==> src/rtl/lcd_reader.sv <==
// =====================================================================
// Module  : lcd_reader
// Brief   : Reads one byte from a character LCD over the 4-bit nibble bus,
//           with optional busy-flag polling.
// Revision: 1.0
// =====================================================================
`default_nettype none

module lcd_reader #(
    parameter int unsigned T_SETUP  = 2,
    parameter int unsigned T_EHIGH  = 12,
    parameter int unsigned T_GAP    = 50,
    parameter int unsigned T_HOLD   = 1,
    parameter int unsigned POLL_MAX = 1000
) (
    input  logic       clk,
    input  logic       rst,
    input  logic       req,
    input  logic       rs_sel,
    input  logic       poll,
    input  logic [3:0] lcd_db_in,
    output logic       lcd_e,
    output logic       lcd_rs,
    output logic       lcd_rw,
    output logic       active,
    output logic       done,
    output logic [7:0] rd_data,
    output logic       timeout
);

    localparam logic [2:0] c_IDLE  = 3'd0;
    localparam logic [2:0] c_SETUP = 3'd1;
    localparam logic [2:0] c_EH1   = 3'd2;
    localparam logic [2:0] c_GAP   = 3'd3;
    localparam logic [2:0] c_EH2   = 3'd4;
    localparam logic [2:0] c_HOLD  = 3'd5;
    localparam logic [2:0] c_EVAL  = 3'd6;
    localparam logic [2:0] c_RGAP  = 3'd7;

    localparam logic [7:0]  c_LD_SETUP = 8'(T_SETUP - 1);
    localparam logic [7:0]  c_LD_EHIGH = 8'(T_EHIGH - 1);
    localparam logic [7:0]  c_LD_GAP   = 8'(T_GAP - 1);
    localparam logic [7:0]  c_LD_HOLD  = 8'(T_HOLD - 1);
    localparam logic [16:0] c_POLL_MAX = 17'(POLL_MAX);

    logic [2:0]  state_q, state_d;
    logic [7:0]  tcnt_q, tcnt_d;
    logic [15:0] pcnt_q, pcnt_d;
    logic [16:0] pcnt_inc;
    logic        rs_l_q, rs_l_d;
    logic        poll_l_q, poll_l_d;
    logic [3:0]  hi_q, hi_d;
    logic [3:0]  lo_q, lo_d;
    logic [7:0]  rd_data_q, rd_data_d;
    logic        done_q, done_d;
    logic        timeout_q, timeout_d;
    logic        tcnt_zero;

    assign tcnt_zero = (tcnt_q == 8'd0);
    assign pcnt_inc  = {1'b0, pcnt_q} + 17'd1;

    // Timing counter is reloaded with (duration-1) on every state entry.
    always_comb begin
        state_d   = state_q;
        tcnt_d    = tcnt_zero ? tcnt_q : tcnt_q - 8'd1;
        pcnt_d    = pcnt_q;
        rs_l_d    = rs_l_q;
        poll_l_d  = poll_l_q;
        hi_d      = hi_q;
        lo_d      = lo_q;
        rd_data_d = rd_data_q;
        done_d    = 1'b0;
        timeout_d = timeout_q;
        case (state_q)
            c_IDLE: begin
                if (req) begin
                    rs_l_d    = rs_sel & ~poll;
                    poll_l_d  = poll;
                    pcnt_d    = 16'd0;
                    timeout_d = 1'b0;
                    tcnt_d    = c_LD_SETUP;
                    state_d   = c_SETUP;
                end
            end
            c_SETUP: begin
                if (tcnt_zero) begin
                    tcnt_d  = c_LD_EHIGH;
                    state_d = c_EH1;
                end
            end
            c_EH1: begin
                if (tcnt_zero) begin
                    hi_d    = lcd_db_in;
                    tcnt_d  = c_LD_GAP;
                    state_d = c_GAP;
                end
            end
            c_GAP: begin
                if (tcnt_zero) begin
                    tcnt_d  = c_LD_EHIGH;
                    state_d = c_EH2;
                end
            end
            c_EH2: begin
                if (tcnt_zero) begin
                    lo_d    = lcd_db_in;
                    tcnt_d  = c_LD_HOLD;
                    state_d = c_HOLD;
                end
            end
            c_HOLD: begin
                if (tcnt_zero) begin
                    state_d = c_EVAL;
                end
            end
            c_EVAL: begin
                pcnt_d = pcnt_inc[15:0];
                // hi_q[3] is the busy flag when the byte came from the status register.
                if (poll_l_q && hi_q[3] && (pcnt_inc < c_POLL_MAX)) begin
                    tcnt_d  = c_LD_GAP;
                    state_d = c_RGAP;
                end else begin
                    rd_data_d = {hi_q, lo_q};
                    done_d    = 1'b1;
                    timeout_d = poll_l_q & hi_q[3];
                    state_d   = c_IDLE;
                end
            end
            c_RGAP: begin
                if (tcnt_zero) begin
                    tcnt_d  = c_LD_SETUP;
                    state_d = c_SETUP;
                end
            end
            default: state_d = c_IDLE;
        endcase
    end

    always_ff @(posedge clk or posedge rst) begin
        if (rst) begin
            state_q   <= c_IDLE;
            tcnt_q    <= 8'd0;
            pcnt_q    <= 16'd0;
            rs_l_q    <= 1'b0;
            poll_l_q  <= 1'b0;
            hi_q      <= 4'd0;
            lo_q      <= 4'd0;
            rd_data_q <= 8'd0;
            done_q    <= 1'b0;
            timeout_q <= 1'b0;
        end else begin
            state_q   <= state_d;
            tcnt_q    <= tcnt_d;
            pcnt_q    <= pcnt_d;
            rs_l_q    <= rs_l_d;
            poll_l_q  <= poll_l_d;
            hi_q      <= hi_d;
            lo_q      <= lo_d;
            rd_data_q <= rd_data_d;
            done_q    <= done_d;
            timeout_q <= timeout_d;
        end
    end

    // Bus controls decode straight from state so an async reset drops them at once.
    assign lcd_e   = (state_q == c_EH1) || (state_q == c_EH2);
    assign lcd_rw  = (state_q == c_SETUP) || (state_q == c_EH1) || (state_q == c_GAP) ||
                     (state_q == c_EH2) || (state_q == c_HOLD);
    assign lcd_rs  = rs_l_q;
    assign active  = (state_q != c_IDLE);
    assign done    = done_q;
    assign rd_data = rd_data_q;
    assign timeout = timeout_q;

endmodule

`default_nettype wire
==> config.mk <==
export PLATFORM = sky130hd
export DESIGN_NAME = lcd_reader
export DESIGN_NICKNAME = d
export VERILOG_FILES = /design/src/rtl/lcd_reader.sv
export SDC_FILE = /design/constraint.sdc
export NUM_CORES = 1
export LEC_CHECK = 0
export ABC_AREA = 1
export BUFFER_PORTS_ARGS = -buffer_cell sky130_fd_sc_hd__buf_2
export CAP_MARGIN = 5
export CORE_MARGIN = 2
export CORE_UTILIZATION = 64
export DETAILED_ROUTE_END_ITERATION = 12
export PLACE_DENSITY = 0.85
export RECOVER_POWER = 50
export SETUP_SLACK_MARGIN = 0.1
export SLEW_MARGIN = 25
export SYNTH_ARGS = -nofsm -noshare
export SYNTH_HDL_FRONTEND = slang
export SYNTH_SLANG_ARGS = --single-unit
==> constraint.sdc <==
create_clock -name clk -period 3.35 [get_ports clk]
set_input_delay 0.67 -clock clk [delete_from_list [all_inputs] [get_ports clk]]
set_output_delay 0.67 -clock clk [all_outputs]
set_load 0.01 [all_outputs]
==> qor.yml <==
outcome:
  status: "finished, violations left"
  violations: "capacitance limit, slew limit"
setup_path:
  end_kind: "flop"
  cp_max_fo: 11
  critPathRequiredTime_ns: 3.55
  crit_type: "flop to flop"
  cp-start-kind: "flop"
  cp.arrival_ns: 2.51
floorplanning:
  start_util_pct: 66.4
  dieArea_um2: 4650
  num_io_pins: 23
  core_um2: 3970
  fp.dieW_um: 68.2
  die_y_um: 68.2
  fp-row-count: 23
power:
  ir_drop_v: 0.000500
  p_leak_uw: 0.00152
  p_per_area_nw_per_um2: 841
sta:
  finClkSkew_ns: 0.00803
  drv_slew: 48
  fin_setup_tns_ns: 0
  setup_viol: 0
  relSlewSlack_pct: -35.9
  period_share_pct: 69.2
  rsz0062_at_grt: "false"
  final_hold_viol_count: 0
  final.min_clock_period_ns: 2.32
  clock.fmax_mhz: 431
  worst_pin_slew_ns: 2.03
clock_tree:
  numCtsBuffers: 5
  root_buffer: "clkbuf_8"
  cts_hold_buf: 0
  cts-resized-gates: 0
  clk_latency_ns: 0.31
  cts_sinks: 47
  htree_levels: 2
  post-cts-setup-buffers: 0
  clk_path_buf_depth: 2
  cts_tree: "yes"
  path_clk_slew_ns: 0.09
synthesis:
  synth_nets: 375
  ys_ff_latch: 47
  ys_types: 32
  yosys-top-cells-area: "dfrtp_1, nand2_1, inv_1, nor2_1, nand3_1"
  syn_area_um2: 2640
  yosysWarnings: 0
  synth_top_cell_by_area: "dfrtp_1"
  yosysSeqAreaShare_pct: 44.6
  synthDominantCellAreaShare_pct: 44.6
  avgSynthCellArea_um2: 7.31
  netlist_instances: 361
place:
  hpwlAfterDp_mm: 4.24
  gp_congestion: 0.900
  port_buffers: 22
grt:
  grt.overflow.total: 0
  grt_pass1_wl_mm: 10.2
  first_global_vias: 2259
  grt_usage_pct: 29.4
  antenna_found_initial: 0
  grt_start_max_net_pins: 48
finish:
  utilization_pct: 73.1
  antenna_cells: 0
  final_nets: 402
  syn_to_final_growth_pct: 9.96
  drive_above_1_share_pct: 11.3
route:
  wirelength_met1_mm: 2.68
  drc: 0
  highest_layer: "met4"
  routed-via-count: 2458
  ant_nets: 0
  first_iter_violations: 279
  wl_per_cell_um: 13.4
  drt_pass1_iterations: 5
  via_per_inst: 5.61
  drt_wl_total_mm: 5.87
  met3_length_um: 376
  wl_met2_mm: 2.68
job:
  drv_cap: 1
hold_path:
  min_path_type: "flop to flop"
==> state kept, by name, indices dropped and copies added, names as in the netlist <==
signal,count
tcnt_q,8
pcnt_q,16
lcd_rs,1
state_q,3
done,1
lo_q,4
poll_l_q,1
rd_data,8
timeout,1
hi_q,4
==> synth_stat cells, drive strengths merged <==
master / number
nand2: 127
dfrtp: 47
inv: 46
nor2: 43
o21ai: 24
nand3: 23
nand4: 10
a21oi: 7
o22ai: 6
ha: 5
a22o: 3
nor3: 3
clkbuf: 2
o2bb2ai: 2
xnor2: 2
xor2: 2
a211oi: 1
a31oi: 1
buf: 1
clkinv: 1
nand3b: 1
o211ai: 1
o21a: 1
o21bai: 1
or2: 1
==> final cells by class <==
type | instances | area, um^2
multi-input cells | 264 | 1270
inverters | 47 | 178
clock inverters | 2 | 37.5
repair buffers | 23 | 111
clock buffers | 5 | 68.8
flip-flops and latches | 47 | 1180
fillers | 325 | 1070
well taps | 50 | 62.6
==> worst max-delay path: stages, from the launching register on <==
cell and delay, ns:
dfrtp_1 0.41, inv_1 0.11, ha_1 0.16, nand2_1 0.05, nor2_1 0.45, inv_2 0.22
ha_1 0.24, nand2_1 0.08, nand2_1 0.05, a211oi_1 0.21, nand3_1 0.10, o21ai_0 0.08
inv_1 0.06
==> routing by layer <==
metal / global-route usage, % / vias to the layer above
met4: 11.0 / 0
met2: 43.1 / 83
met3: 6.25 / 16
met1: 42.9 / 1142
met5: 0 / -
li1: - / 1217
==> report_power, final <==
part | internal [uW] | total [uW] | switching, uW
logic | 401 | 1060 | 663
clock network | 218 | 413 | 195
registers | 785 | 964 | 179
total | 1400 | 2440 | 1040
==> cell families after synthesis <==
group / Yosys count / share of synthesized area, %
adder cells (fa/ha/maj): 5 / 2.37
buffers and inverters: 50 / 7.40
AND/OR/NAND/NOR: 208 / 34.0
AO/OA/AOI/OAI: 47 / 10.3
XOR/XNOR: 4 / 1.33
flip-flops: 47 / 44.6
==> layout by cell type, fill, tap and decap left out, types with 6 or more instances in the layout <==
cell,n
nand4_1,9
dfrtp_1,47
a21oi_1,7
nor2_1,38
buf_2,17
o21ai_0,21
nand2_1,123
inv_1,40
nand3_1,21
o22ai_1,6
==> path summary, 6_finish.rpt <==
path,startpoint,end,slack [ns],cells past startpoint
min reg2reg,lo_q[0],rd_data[0],0.48,2
max reg2reg,tcnt_q[0],tcnt_q[0],1.03,12
max in group asynchronous,rst,pcnt_q[8],1.55,2
max,tcnt_q[0],tcnt_q[0],1.03,12
min in group asynchronous,rst,timeout,0.88,2
min,lo_q[0],rd_data[0],0.48,2
==> metrics by stage <==
step | hold WS (ns) | cells | setup WS [ns] | cell area, um^2 | power [uW]
floorplan | 0.442 | 361 | 1.41 | 2640 | 1750
global placement | 0.456 | 431 | 1.14 | 2800 | 1990
detailed placement | 0.459 | 431 | 1.06 | 2800 | 2030
CTS | 0.482 | 438 | 1.05 | 2910 | 2440
global route | 0.512 | 438 | 0.764 | 2900 | 2660
finish | 0.480 | 438 | 1.03 | 2900 | 2440
Note: power is estimated with default switching activity, not from simulation.
